$ cat src/rtl/ps2_text_cursor.sv
// PS/2 scan-code to text-screen cursor controller: pops bytes from the
// keyboard FIFO, decodes make/break/extended codes and drives video-memory
// writes of raw scan codes plus an upper-case flag.
//
// Ports:
//   clk, reset (sync, active-high)
//   data/ready/overflow in, nextdata_n out : ps2_keyboard FIFO side
//   vm_we/vm_addr/vm_data/vm_upper         : video-memory write port
//   cur_row/cur_col, upper, key_down,
//   last_code, ovf_sticky                  : status
module ps2_text_cursor #(
  parameter int COLS   = 70,
  parameter int ROWS   = 30,
  parameter int ADDR_W = 12,
  localparam int RW = $clog2(ROWS),
  localparam int CW = $clog2(COLS)
) (
  input  logic              clk,
  input  logic              reset,
  input  logic [7:0]        data,
  input  logic              ready,
  input  logic              overflow,
  output logic              nextdata_n,
  output logic              vm_we,
  output logic [ADDR_W-1:0] vm_addr,
  output logic [7:0]        vm_data,
  output logic              vm_upper,
  output logic [RW-1:0]     cur_row,
  output logic [CW-1:0]     cur_col,
  output logic              upper,
  output logic              key_down,
  output logic [7:0]        last_code,
  output logic              ovf_sticky
);

  typedef enum logic [1:0] {
    IDLE,
    ACK,
    GAP
  } state_t;

  localparam logic [CW-1:0] COL_MAX = CW'(COLS - 1);
  localparam logic [RW-1:0] ROW_MAX = RW'(ROWS - 1);

  state_t state_q, state_d;

  logic              we_q, we_d;
  logic [ADDR_W-1:0] addr_q, addr_d;
  logic [7:0]        wdata_q, wdata_d;
  logic              wup_q, wup_d;
  logic [RW-1:0]     row_q, row_d;
  logic [CW-1:0]     col_q, col_d;
  logic              caps_q, caps_d;
  logic              shl_q, shl_d;
  logic              shr_q, shr_d;
  logic              held_q, held_d;
  logic              brk_q, brk_d;
  logic              ext_q, ext_d;
  logic              kd_q, kd_d;
  logic [7:0]        last_q, last_d;
  logic              ovf_q, ovf_d;
  logic              accept;
  logic              up_w;
  logic              is_mod;

  function automatic logic [ADDR_W-1:0] pos(
    input logic [RW-1:0] r,
    input logic [CW-1:0] c
  );
    return ADDR_W'(r) * ADDR_W'(COLS) + ADDR_W'(c);
  endfunction

  assign up_w   = caps_q ^ (shl_q | shr_q);
  assign is_mod = (data == 8'h12) || (data == 8'h59) ||
                  (data == 8'h58);

  always_comb begin
    state_d = state_q;
    accept  = 1'b0;
    unique case (state_q)
      IDLE: begin
        if (ready) begin
          state_d = ACK;
          accept  = 1'b1;
        end
      end
      ACK:     state_d = GAP;
      GAP:     state_d = IDLE;
      default: state_d = IDLE;
    endcase
  end

  always_comb begin
    we_d    = 1'b0;
    addr_d  = addr_q;
    wdata_d = wdata_q;
    wup_d   = wup_q;
    row_d   = row_q;
    col_d   = col_q;
    caps_d  = caps_q;
    shl_d   = shl_q;
    shr_d   = shr_q;
    held_d  = held_q;
    brk_d   = brk_q;
    ext_d   = ext_q;
    kd_d    = kd_q;
    last_d  = last_q;
    ovf_d   = ovf_q | overflow;
    if (accept) begin
      if (data == 8'hF0) begin
        brk_d = 1'b1;
      end else if (data == 8'hE0) begin
        ext_d = 1'b1;
      end else begin
        brk_d = 1'b0;
        ext_d = 1'b0;
        if (brk_q) begin
          // Extended breaks of modifier codes are not modifiers.
          if (!is_mod) begin
            kd_d = 1'b0;
          end else if (!ext_q) begin
            case (data)
              8'h12:   shl_d  = 1'b0;
              8'h59:   shr_d  = 1'b0;
              default: held_d = 1'b0;
            endcase
          end
        end else begin
          last_d = data;
          if (ext_q) begin
            case (data)
              8'h6B: if (col_q != '0) col_d = col_q - 1'b1;
              8'h74: if (col_q != COL_MAX) col_d = col_q + 1'b1;
              8'h75: if (row_q != '0) row_d = row_q - 1'b1;
              8'h72: if (row_q != ROW_MAX) row_d = row_q + 1'b1;
              default: ;
            endcase
          end else begin
            case (data)
              8'h12: shl_d = 1'b1;
              8'h59: shr_d = 1'b1;
              8'h58: begin
                // Typematic repeats of Caps must not re-toggle.
                if (!held_q) caps_d = ~caps_q;
                held_d = 1'b1;
              end
              8'h66: begin
                if (col_q != '0) begin
                  col_d = col_q - 1'b1;
                end else if (row_q != '0) begin
                  row_d = row_q - 1'b1;
                  col_d = COL_MAX;
                end
                we_d    = 1'b1;
                addr_d  = pos(row_d, col_d);
                wdata_d = 8'h00;
                wup_d   = 1'b0;
              end
              8'h5A: begin
                col_d = '0;
                row_d = (row_q == ROW_MAX) ? '0 : row_q + 1'b1;
              end
              default: begin
                we_d    = 1'b1;
                addr_d  = pos(row_q, col_q);
                wdata_d = data;
                wup_d   = up_w;
                kd_d    = 1'b1;
                if (col_q != COL_MAX) begin
                  col_d = col_q + 1'b1;
                end else begin
                  col_d = '0;
                  row_d = (row_q == ROW_MAX) ? '0 : row_q + 1'b1;
                end
              end
            endcase
          end
        end
      end
    end
  end

  always_ff @(posedge clk) begin
    if (reset) begin
      state_q <= IDLE;
      we_q    <= 1'b0;
      addr_q  <= '0;
      wdata_q <= '0;
      wup_q   <= 1'b0;
      row_q   <= '0;
      col_q   <= '0;
      caps_q  <= 1'b0;
      shl_q   <= 1'b0;
      shr_q   <= 1'b0;
      held_q  <= 1'b0;
      brk_q   <= 1'b0;
      ext_q   <= 1'b0;
      kd_q    <= 1'b0;
      last_q  <= '0;
      ovf_q   <= 1'b0;
    end else begin
      state_q <= state_d;
      we_q    <= we_d;
      addr_q  <= addr_d;
      wdata_q <= wdata_d;
      wup_q   <= wup_d;
      row_q   <= row_d;
      col_q   <= col_d;
      caps_q  <= caps_d;
      shl_q   <= shl_d;
      shr_q   <= shr_d;
      held_q  <= held_d;
      brk_q   <= brk_d;
      ext_q   <= ext_d;
      kd_q    <= kd_d;
      last_q  <= last_d;
      ovf_q   <= ovf_d;
    end
  end

  assign nextdata_n = (state_q != ACK);
  assign vm_we      = we_q;
  assign vm_addr    = addr_q;
  assign vm_data    = wdata_q;
  assign vm_upper   = wup_q;
  assign cur_row    = row_q;
  assign cur_col    = col_q;
  assign upper      = up_w;
  assign key_down   = kd_q;
  assign last_code  = last_q;
  assign ovf_sticky = ovf_q;

endmodule

$ cat config.mk
export PLATFORM = sky130hd
export DESIGN_NAME = ps2_text_cursor
export DESIGN_NICKNAME = d
export VERILOG_FILES = /design/src/rtl/ps2_text_cursor.sv
export SDC_FILE = /design/constraint.sdc
export NUM_CORES = 1
export LEC_CHECK = 0
export CAP_MARGIN = 25
export CORE_MARGIN = 5
export CORE_UTILIZATION = 50
export CTS_CLUSTER_DIAMETER = 120
export CTS_CLUSTER_SIZE = 16
export DETAILED_ROUTE_END_ITERATION = 8
export GPL_TIMING_DRIVEN = 0
export PLACE_DENSITY = 0.86
export SKIP_LAST_GASP = 1
export SLEW_MARGIN = 40
export SYNTH_ARGS = -nofsm -noshare
export SYNTH_HDL_FRONTEND = slang
export SYNTH_SLANG_ARGS = --single-unit
$ cat constraint.sdc
create_clock -name clk -period 4.69 [get_ports clk]
set_input_delay 0.469 -clock clk [delete_from_list [all_inputs] [get_ports clk]]
set_output_delay 0.469 -clock clk [all_outputs]
set_load 0.005 [all_outputs]
After elaboration in Yosys (flattened, before gate mapping)
Cells that the tools add are included.
- multipliers: 2
- equal/unequal tests: 33
- mux-type cells: 61
- $add $sub $neg: 6
- reductions and logical operators: 24
- bitwise logic cells: 11
- operators by type and width (cell ; number):
    2-to-1 mux 7 bit ; 12
    equality test 8 x 7 -> 1 bit, second input constant ; 8
    2-to-1 mux 5 bit ; 12
    AND reduction 8 bit ; 5
    2-to-1 mux 1 bit ; 28
    adder 12 x 7 -> 12 bit ; 2
    one-hot mux 12 bit (2 select lines) ; 1
    multiplier 5 x 6 -> 11 bit, second input constant ; 2
    one-hot mux 7 bit (3 select lines) ; 1
    equality test 8 bit, second input constant ; 2
    one-hot mux 8 bit (2 select lines) ; 1
    one-hot mux 5 bit (3 select lines) ; 1
    one-hot mux 7 bit (2 select lines) ; 1
    inequality test 2 x 1 -> 1 bit, second input constant ; 6
    inequality test 2 bit, second input constant ; 6
    AND reduction 6 bit ; 2
    one-hot mux 5 bit (2 select lines) ; 1
    inequality test 3 bit, second input constant ; 3
    equality test 8 x 5 -> 1 bit, second input constant ; 1
    inverter 1 bit ; 8
    adder 7 x 1 -> 7 bit, second input constant ; 1
    inequality test 7 bit, second input constant ; 1
    AND reduction 7 bit ; 1
    nonzero test 7 bit ; 1
    24 further kinds ; 30
- logic and storage cells: 153
- bits of input ports: 12
- output and inout bits: 46
- bits in registers: 52

Longest topological paths before layout
- depth in word-level cells: 12
- depth in mapped cells: 21
- gate-level depth less buffers: 20

Worst setup path after synthesis
OpenSTA, ideal clock, no wires.
- path type: reg2reg
- start: register row_q[3] (netlist: cur_row[3])
- end: register addr_q[11] (netlist: vm_addr[11])
- period minus slack after synthesis: 4788 ps
- data arrival time: 4654 ps
- setup time: 134 ps
- buffers on the path: 2
- path slack: -98 ps
- required time: 4556 ps
- cell stages (with the launch flop): 20
- path through: dfxtp_1 clkbuf_1 inv_1 ha_1 nand3b_1 nand4_1 xnor2_2 inv_1 ha_1 ha_1 inv_1 fa_1 clkbuf_1 or2_2 o32a_1 o221a_2 a211oi_1 a31oi_1 a2111oi_2 nor4_1
- word-level cells in the longest chain between the ends: 12
- elaborated cells on any way between the ends: 23
- those cells by class: add/sub: 3; mul: 2; mux: 17; reduce/logical: 1
- RTL lines (item ; line ; source):
    start: declaration ; 51 ; logic [RW-1:0] row_q, row_d;
    start signal: assignment ; 207 ; row_q <= row_d;
    subtractor 5 x 1 -> 5 bit or nonzero test 5 bit (tied branches) ; 151, 150 ;
    2-to-1 mux 5 bit ; -- ;
    2-to-1 mux 5 bit ; 148 ; if (col_q != '0) begin
    2-to-1 mux 5 bit ; 139 ; case (data)
    2-to-1 mux 5 bit ; 130 ; if (ext_q) begin
    2-to-1 mux 5 bit ; 117 ; if (brk_q) begin
    2-to-1 mux 5 bit ; 112 ; end else if (data == 8'hE0) begin
    2-to-1 mux 5 bit ; 110 ; if (data == 8'hF0) begin
    2-to-1 mux 5 bit ; 109 ; if (accept) begin
    multiplier 5 x 6 -> 11 bit ; 70 ; return ADDR_W'(r) * ADDR_W'(COLS) + ADDR_W'(c);
    adder 12 x 7 -> 12 bit ; 70 ;
    one-hot mux 12 bit (2 select lines) (*) ; 139 ;
    end signal: assignment ; 204 ; addr_q <= addr_d;
    end: declaration ; 48 ; logic [ADDR_W-1:0] addr_q, addr_d;
Every way passes the cells marked *; elsewhere a longest branch is shown, timed or not. The select of a mux whose other input is x is not followed.
A chain may end at the register's enable or synchronous reset.

Worst setup path in the final report
- start: register col_q[4] (netlist: cur_col[4])
- end: register addr_q[11] (netlist: vm_addr[11])
- word-level cells in the longest chain between the ends: 11
- elaborated cells on any way between the ends: 21
- those cells by class: add/sub: 3; mul: 1; mux: 16; reduce/logical: 1
- RTL lines (item ; line ; source):
    start: declaration ; 52 ; logic [CW-1:0] col_q, col_d;
    start signal: assignment ; 208 ; col_q <= col_d;
    nonzero test 7 bit ; 148 ;
    2-to-1 mux 5 bit ; 148 ;
    2-to-1 mux 5 bit ; 139 ;
    2-to-1 mux 5 bit ; 130 ;
    2-to-1 mux 5 bit ; 117 ;
    2-to-1 mux 5 bit ; 112 ;
    2-to-1 mux 5 bit ; 110 ;
    2-to-1 mux 5 bit ; 109 ;
    multiplier 5 x 6 -> 11 bit ; 70 ;
    adder 12 x 7 -> 12 bit ; 70 ;
    one-hot mux 12 bit (2 select lines) (*) ; 139 ;
Marked as above.

==> metrics.md <==
| Metric | Value |
|---|---|
| Status | finished clean |
| Sequential cell fraction of total power | between 40% and 50% |
| Area Overhead vs Synth | 22.46% |
| Gr usage total | roughly a quarter |
| Sequential share of the synthesized area | a little under a quarter |
| Syn Nets | roughly 640 |
| Gate Count Post-Synth | ~580 |
| Dominant synthesized flop cell | dfxtp_1 |
| First-pass GRT wire length | about 22000 um |
| Gr ovfl total | 0 |
| Port Buffer Count | 53 |
| HP Class | in -> reg |
| Fillers | between 700 and 800 |
| Ranking of synthesized cells by area | dfxtp_1 23%, ha_1 13%, nand2_1 5.7%, a21oi_1 5.2%, nor2_1 5.1% |
| Router iterations before antenna repair | 6 |
| Reg2reg start | cur_col[4]$_SDFFE_PP0P_ |
| Min-Delay Path Depth | 3 |
| CTS Hold Buffers Added | 0 |
| Pint | just under 0.7 mW |
| Average size of a mapped cell | 7.723 um2 |
| Setup CP Type | reg -> reg |
| NetSw | 0.3572 mW |
| Worst skew pair latency | 320 ps |
| Sink Count | 52 |
| Capturing point of the worst reg2reg path | vm_addr[11]$_SDFFE_PP0P_ |
| Core area | approximately 8700 um2 |
| Routability cong. | 0.9421 |
| Yosys cell types | just under 70 |
| Min Tclk post-route | roughly 4500 ps |
| Hold slack | between 400 and 500 ps |
| Worst-margin pin slew | just under 800 ps |
| DR vias/cell | just over 6 |
| EDFF count, synth | 0 |
| FP Rows | 34 |
| Peak Freq | 0.2236 GHz |
| Finished Layout Cells | ~760 |
| Initial antenna violation count | 0 |
| DP Cell Count | approximately 740 |
| Crit Path Max Fanout | 10 |
| Number of global-route vias before repair | 4489 |
| Synth top cells by count | 67 x nand2_1, 60 x nor2_1, 52 x dfxtp_1 |
| Largest net degree at the start of global routing | 17 |
| Routed Antenna Nets | 0 |
| HPWL after detailed placement | slightly above 10000 um |
| Worst path cell trace | clkbuf_4 > or4_4 > o31ai_4 > inv_1 > ha_1 > ha_1 > inv_1 > fa_2 > buf_4 > or2_2 > o32a_1 > o221a_2 > a211oi_4 > a31oi_1 > a2111oi_2 > nor4_1 |
| Sw Ratio | between 30% and 40% |
| Power per cell area | a little under 200 nW/um2 |
| Final Hold Viols | 0 |
| Worst endpoint data arrival time | between 4000 and 5000 ps |
| Tcrit/Tclk final | 95.34% |
| DR DRC count | 0 |
| RSZ-0062 raised after global routing | true |
| Hold path startpoint | data[7] |
| Reg clk slew, reported paths | roughly 100 ps |
| Reg2reg path depth | 16 |
| CP max stage delay | approximately 540 ps |
| Peak supply drop | 137.2 uV |
| Slew HR | 47.10% |
| H-tree depth | 2 |
| Max-cap viol count | 0 |
| DIE AREA | between 10000 and 15000 um2 |
| Most numerous cell in the Yosys netlist | nand2_1 |
| CTS root buf | clkbuf_8 |
| Util after Layout | ~63% |
| CTS Buf Count | 5 |
| Share of post-route cells with drive strength above 1 | between 10% and 20% |
| Final wirelength | roughly 14000 um |
| I/O pin count | 58 |
| CP startpoint | cur_col[4]$_SDFFE_PP0P_ |
| # setup viols final | 0 |
| Initial Util | approximately 51% |
| CTS tree | done |
| Slowest cell on crit path | or4_4 |
| Comb pwr share | between 20% and 30% |
| WL/cell | 17.91 um |
| Min-Delay Endpoint | last_code[7]$_SDFFE_PP0P_ |
| Top cell type's share of synthesized area | a little under a quarter |
| DR iter-0 viols | between 300 and 400 |
| Vias | approximately 4700 |
| Asr flop ratio synth | 0% |
| Clock Path Buffers | 2 |
| WP data required | between 4000 and 5000 ps |
| Crit. End Element | flop |
| Clock share of power | 25.6% |
| Yosys reg bits | between 50 and 60 |
| Largest area contributor in the netlist | dfxtp_1 |
| Slew Viols, Final | 0 |
| Nets@finish | a little over 700 |
| Die width | approximately 100 um |
| Lkg Pwr | 2.170 nW |
| Setup crit start kind | flop |
| Yosys warns | 0 |
| Ant diodes | 0 |
| Worst Clk Skew | 11.01 ps |
| Die height | around 100 um |
| R2R Setup Slk | 220 ps |
| Synth Cell Area | roughly 4400 um2 |
==> flip-flops by register name, summed over array words and instances, names as in the netlist, 2 cells and up <==
name       flops
vm_addr       12
last_code      8
vm_data        8
cur_col        7
cur_row        5
state_q        2
==> worst max-delay path: cells and delay by family (launching register included) <==
kind / cells / cell delay, ps
simple gates: 3 / 900
compound gates: 6 / 1510
flops: 1 / 360
fa+ha+maj: 3 / 970
buf+inv: 4 / 580
==> through the flow <==
stage               power [mW]  setup WS [ps]  area (um2)  TNS (ps)
floorplan               0.6650          40.20        4446         0
global placement        0.7643         -618.9        5111     -2021
detailed placement      0.7737         -764.5        5117     -2824
CTS                      1.043         -42.53        5303    -42.53
global route             1.102         -71.62        5438    -71.62
finish                   1.053          218.6        5438         0
==> cell usage in the layout (no fill, tap or decap), types with 5 or more instances in the layout <==
cell type,synthesis,layout
o21a_1,7,7
clkbuf_8,0,5
a21o_1,8,8
a211oi_1,17,16
xor2_1,11,11
dfxtp_1,52,45
clkdlybuf4s50_1,0,53
clkbuf_1,22,17
nor4_1,8,5
nor2b_1,10,9
nor3_1,18,18
nand2_1,67,66
mux2i_1,6,6
buf_4,0,14
inv_1,30,27
nor2_1,60,60
nand3_1,13,13
xnor2_1,24,22
o21ai_0,25,20
a21oi_1,46,46
ha_1,47,43
o211ai_1,8,8
==> worst max path at each step <==
stage / endpoint / slack (ps) / cells past startpoint
finish: vm_addr[11]$_SDFFE_PP0P_ / 220 / 16
global route: vm_addr[10]$_SDFFE_PP0P_ / -70 / 20
CTS: vm_addr[10]$_SDFFE_PP0P_ / -40 / 20
detailed placement: vm_addr[10]$_SDFFE_PP0P_ / -760 / 21
global placement: vm_addr[10]$_SDFFE_PP0P_ / -620 / 20
floorplan: vm_addr[11]$_SDFFE_PP0P_ / 40 / 19
==> what timing repair did <==
item | 4_1_cts | 5_1_grt
gates resized for setup | 18 | 37
endpoints found under the hold margin | 0 | 0
pin swaps | 5 | 8
buffers inserted | 6 | 7
setup endpoints to repair | 6 | 5
==> cell type report <==
cell class / count / area, um2 / share of cell area (%)
plain buffers: 27 / 140.1 / 2.577
clock buffers: 6 / 72.57 / 1.335
clock inverters: 2 / 16.27 / 0.2991
inverters: 30 / 116.4 / 2.140
multi-input cells: 464 / 3269 / 60.12
flip-flops and latches: 52 / 1060 / 19.49
well taps: 108 / 135.1 / 2.485
repair buffers: 66 / 628.1 / 11.55
==> power by group through the flow <==
stage	logic [mW]	clock network [mW]	registers, mW
final	0.301	0.269	0.483
after global routing	0.329	0.288	0.486
after CTS	0.289	0.272	0.482
after detailed placement	0.282	0	0.491
after global placement	0.274	0	0.490
after floorplan	0.176	0	0.489
==> routing by layer <==
metal	global-route usage [%]	wire, um
met4	6.846	291
met1	30.13	5584
met3	4.407	1002
met2	40.21	6646
met5	0	0
==> kinds of logic (layout without fill, tap and decap cells) <==
group	after synthesis	after routing	share of synthesized area, %
simple gates	211	211	22.85
compound gates	160	160	24.60
buf+inv	59	131	5.438
flops	52	52	23.44
fa+ha+maj	51	51	15.05
xor+xnor	36	36	7.270
mux	6	6	1.353
No activity file was read; power rests on OpenSTA's default activity.
==> RTL edit 1, RTL diff (same flow settings) <==
Reset style: asynchronous (`reset`), changed in one clocked block.
--- a/src/rtl/ps2_text_cursor.sv
+++ b/src/rtl/ps2_text_cursor.sv
@@ -181,5 +181,5 @@
   end
 
-  always_ff @(posedge clk) begin
+  always_ff @(posedge clk or posedge reset) begin
     if (reset) begin
       state_q <= IDLE;
Function: differs if reset is asserted again (counterexample within 4 cycles, from zero or initial values and one cycle with reset high); with reset held inactive, the same outputs for 4 cycles.
==> RTL edit 1 against the unedited design <==
  * Sequential cell count is the same
  * Wire length shrank 8.1%
  * Synthesized area grew 2.6%
  * Worst setup slack lost 0.0069 ns
  * Largest cell class unchanged
  * Cell area is essentially flat
  * Worst hold slack lost 0.037 ns
  * Cell count shrank 4.2%
Power is left out: it rests on default switching activity, and per cell area and clock period it moved more than threefold.
==> RTL edit 1: results (changes against the unedited design) <==
Final layout
  – Layout area overhead: 19.4% (was 22.5%)
  – Final net count: 677 (was 709)

Worst setup path
  – Critical register-to-register path startpoint: cur_col[1] (was cur_col[4])
  – Reg-to-reg critical path endpoint: vm_addr[10] (was vm_addr[11])
  – R2r worst-path depth: 19 (was 16)
  – Maximum net fanout on the critical path: 9 (was 10)

Drt
  – Total number of vias: 4,349 (was 4,673)
  – Met3 WL: 876 um (was 1000 um)

Outcome
  – Outcome: completed (unchanged)

Global routing
  – Pin count of the biggest net entering global routing: 38 (was 17)
  – Via count of the first global-routing pass: 4,163 (was 4,489)
  – Wire length of the first global-routing pass: 20,700 um (was 21,800 um)
  – Total Routing Usage GR: 22.3% (was 23.6%)

Place
  – IO buf count: 54 (was 53)
  – Instance area at placement: 5250 um2 (was 5120 um2)
  – Placer Congestion: 0.931 (was 0.942)

Synth
  – Most numerous cell types in the synthesized netlist: sky130_fd_sc_hd__nand2_1, sky130_fd_sc_hd__dfrtp_1, sky130_fd_sc_hd__ha_1, sky130_fd_sc_hd__nor2_1, sky130_fd_sc_hd__o21ai_0 (was sky130_fd_sc_hd__nand2_1, sky130_fd_sc_hd__nor2_1, sky130_fd_sc_hd__dfxtp_1, sky130_fd_sc_hd__ha_1, sky130_fd_sc_hd__a21oi_1)
  – Syn_nets: 609 (was 638)
  – Synth Flop Type: sky130_fd_sc_hd__dfrtp_1 (was sky130_fd_sc_hd__dfxtp_1)
  – Top cells by area in the synthesized netlist: sky130_fd_sc_hd__dfrtp_1, sky130_fd_sc_hd__ha_1, sky130_fd_sc_hd__nand2_1, sky130_fd_sc_hd__o21ai_0, sky130_fd_sc_hd__xnor2_1 (was sky130_fd_sc_hd__dfxtp_1, sky130_fd_sc_hd__ha_1, sky130_fd_sc_hd__nand2_1, sky130_fd_sc_hd__a21oi_1, sky130_fd_sc_hd__nor2_1)
  – Yosys cell types: 73 (was 68)

Timing
  – Final setup skew: 0.0165 ns (was 0.0110 ns)
  – Least-Margin Pin Slew: 0.722 ns (was 0.771 ns)

Clock network
  – Clock edge transition at the registers on the reported setup and hold paths: 0.12 ns (was 0.10 ns)

Worst hold path
  – Min-Delay Startpoint: data[5] (was data[7])
[RTL edit 1: cell types whose count changed after synthesis, moves of 7 or more]
cell                       before  now
sky130_fd_sc_hd__dfrtp_1        0   52
sky130_fd_sc_hd__dfxtp_1       52    0
sky130_fd_sc_hd__nor2_1        60   43
sky130_fd_sc_hd__a21oi_1       46   31
sky130_fd_sc_hd__clkbuf_1      22    8
sky130_fd_sc_hd__nand2_1       67   79
sky130_fd_sc_hd__o21ai_0       25   37
sky130_fd_sc_hd__a211oi_1      17    7
sky130_fd_sc_hd__o21ai_1        0    9
sky130_fd_sc_hd__and2_1         1    9
sky130_fd_sc_hd__nor3_1        18   11
sky130_fd_sc_hd__nor4_1         8    1
sky130_fd_sc_hd__o31ai_1        1    8
[RTL edit 1: layout make-up]
type	instances	area, um2	share of cell area, %
Multi-Input combinational cell	442	3050	56.1
Sequential cell	52	1310	24.1
Timing Repair Buffer	62	613	11.3
Tap cell	108	135	2.48
Inverter	31	119	2.19
Buffer	20	114	2.09
Clock buffer	5	68.8	1.27
Clock inverter	3	28.8	0.529
[RTL edit 1: layer usage]
| metal | vias up | GRT usage, % |
|---|---|---|
| met3 | 38 | 3.55 |
| met1 | 2036 | 30.6 |
| met4 | 0 | 7.12 |
| met5 | - | 0 |
| met2 | 206 | 36.2 |
| li1 | 2069 | - |
[RTL edit 1: logic make-up after synthesis]
family	count (synthesis)	synth area share [%]
simple gates	210	23.3
compound gates	142	20.4
buf+inv	52	5.14
flops	52	28.6
fa+ha+maj	51	14.7
xor+xnor	31	6.13
mux	8	1.84
[RTL edit 1: worst max path at each step]
stage	startpoint	to	slack, ns	cells after the start
after detailed placement	cur_row[3]	vm_addr[10]	-0.12	18
final	cur_col[1]	vm_addr[10]	0.21	19
after floorplan	cur_row[0]	vm_addr[10]	0.48	18
after global routing	cur_row[0]	vm_addr[8]	-0.02	18
after global placement	cur_row[0]	vm_addr[10]	-0.09	18
after CTS	cur_row[2]	vm_addr[10]	0.04	18
[RTL edit 1: what timing repair did]
item	CTS	global route
buffers inserted	1	6
gates resized for setup	4	11
pin swaps	1	2
setup endpoints to repair	4	4
[RTL edit 1: metrics by stage]
stage	setup slack, ns	instances
3_3_place_gp	-0.0888	708
4_1_cts	0.0385	718
3_5_place_dp	-0.116	709
2_1_floorplan	0.479	546
6_report	0.212	723
5_1_grt	-0.0200	723
[RTL edit 1: worst reg2reg max path: cells and delay by family (launching register included)]
kind / cells / cell delay [ns]
fa+ha+maj: 5 / 1.29
compound gates: 5 / 1.03
simple gates: 4 / 0.63
flops: 1 / 0.49
xor+xnor: 2 / 0.40
buf+inv: 2 / 0.34
mux: 1 / 0.19
==> RTL edit 2, RTL diff (same flow settings) <==
Without the edit above. Set the parameter `ROWS` to 15 (it was 30).
--- a/src/rtl/ps2_text_cursor.sv
+++ b/src/rtl/ps2_text_cursor.sv
@@ -11,5 +11,5 @@
 module ps2_text_cursor #(
   parameter int COLS   = 70,
-  parameter int ROWS   = 30,
+  parameter int ROWS   = 15,
   parameter int ADDR_W = 12,
   localparam int RW = $clog2(ROWS),
Interface: changed (resized cur_row); port bits go from 58 to 57. No check against the original RTL was run, so the function may have changed too.
==> RTL edit 2 against the unedited design <==
  * Total power is 1.8% higher
  * Worst hold slack gained 0.052 ns
  * Sequential cell count decreased by 1
  * Wire length grew 3.6%
  * Cell area is 6.5% lower
  * Fmax increased by 0.47%
  * Critical endpoint is now vm_addr[10]
  * Critical path depth increased by 2
  * Synthesized area fell by 5.1%
  * Clock skew is 0.0031 ns higher
  * Via count is 3.5% lower
  * Worst setup slack improved by 0.021 ns
==> RTL edit 2: results (changes against the unedited design) <==
Outcome
  – Outcome: completed (unchanged)

Place
  – Post-placement cell count: 711 (was 736)
  – Dpl hpwl: 10,500 um (was 10,300 um)
  – IO buf count: 55 (was 53)
  – Placer Congestion: 0.952 (was 0.942)
  – Pre-CTS setup slack: -0.227 ns (was -0.765 ns)

Power
  – Pwr dens: 211 nW/um2 (was 194 nW/um2)
  – Maximum VDD drop: 0.148 mV (was 0.137 mV)
  – Static Leak: 2.00 nW (was 2.17 nW)

Drt
  – Number of vias per cell after detailed routing: 6.24 (was 6.19)
  – Detailed-routed wire length on met2: 6400 um (was 6650 um)
  – DRC marker count from the first detailed-route iteration: 411 (was 340)

Synth
  – Share of Yosys cell area claimed by the top area cell type: 24.2% (was 23.4%)
  – Cells after Synth: 551 (was 575)
  – Post-synthesis sequential area ratio: 24.2% (was 23.4%)
  – Yosys cell types: 76 (was 68)
  – Most numerous cell types in the synthesized netlist: sky130_fd_sc_hd__nand2_1, sky130_fd_sc_hd__nor2_1, sky130_fd_sc_hd__dfxtp_1, sky130_fd_sc_hd__a21oi_1, sky130_fd_sc_hd__ha_1 (was sky130_fd_sc_hd__nand2_1, sky130_fd_sc_hd__nor2_1, sky130_fd_sc_hd__dfxtp_1, sky130_fd_sc_hd__ha_1, sky130_fd_sc_hd__a21oi_1)
  – Top cells by area in the synthesized netlist: sky130_fd_sc_hd__dfxtp_1, sky130_fd_sc_hd__ha_1, sky130_fd_sc_hd__a21oi_1, sky130_fd_sc_hd__nand2_1, sky130_fd_sc_hd__nor2_1 (was sky130_fd_sc_hd__dfxtp_1, sky130_fd_sc_hd__ha_1, sky130_fd_sc_hd__nand2_1, sky130_fd_sc_hd__a21oi_1, sky130_fd_sc_hd__nor2_1)

Global routing
  – Wire length of the first global-routing pass: 22,000 um (was 21,800 um)
  – Via count of the first global-routing pass: 4,225 (was 4,489)
  – Global routing met1 resource utilization: 36.5% (was 30.1%)
  – Pin count of the biggest net entering global routing: 19 (was 17)

Worst setup path
  – Worst path slowest cell: sky130_fd_sc_hd__dfxtp_1 (was sky130_fd_sc_hd__or4_4)
  – CP max stage delay: 0.41 ns (was 0.54 ns)
  – End point of the critical path: vm_addr[10] (was vm_addr[11])
  – Critical register-to-register path startpoint: cur_row[2] (was cur_col[4])
  – R2r worst-path depth: 18 (was 16)
  – Setup slack of the worst register-to-register path: 0.24 ns (was 0.22 ns)

Worst hold path
  – Worst hold path class: flip-flop to flip-flop (was primary input to flip-flop)
  – Min-Delay Startpoint: last_code[4] (was data[7])
  – Hold path cells: 2 (was 3)

Final layout
  – Share of post-route cells with drive strength above 1: 8.10% (was 11.0%)

Timing
  – Worst hold margin: 0.466 ns (was 0.414 ns)
  – Minimum clock period after layout: 4.45 ns (was 4.47 ns)

Clock network
  – Post-CTS Repair Setup Buffers: 1 (was 6)
## RTL edit 2: cell types whose count changed after synthesis, sizes merged, moves of 8 or more
cell	delta
a31oi	+10
inv	-11
nand2	-8
and2	+8
nand3	+9
ha	-8
## RTL edit 2: area by class of cell
cell class	count	area share, %
clock inverters	3	0.517
flip-flops and latches	51	20.1
plain buffers	32	3.27
inverters	19	1.48
well taps	105	2.58
multi-input cells	449	59.4
clock buffers	5	1.35
repair buffers	58	11.3
## RTL edit 2: report_power, final
group	switching, W	internal (W)
sequential	0.0000186	0.000456
clock	0.000184	0.000111
combinational	0.000176	0.000127
## RTL edit 2: cell families (layout without fill, tap and decap cells)
logic type | Yosys count | count (layout) | share of synthesized area [%]
AOI/OAI and AO/OA | 154 | 154 | 24.5
adders and majority gates | 41 | 41 | 12.5
buffers and inverters | 51 | 117 | 5.46
xor gates and xnor gates | 24 | 24 | 5.34
and+or+nand+nor | 228 | 228 | 27.5
DFF | 51 | 51 | 24.2
muxes | 2 | 2 | 0.475
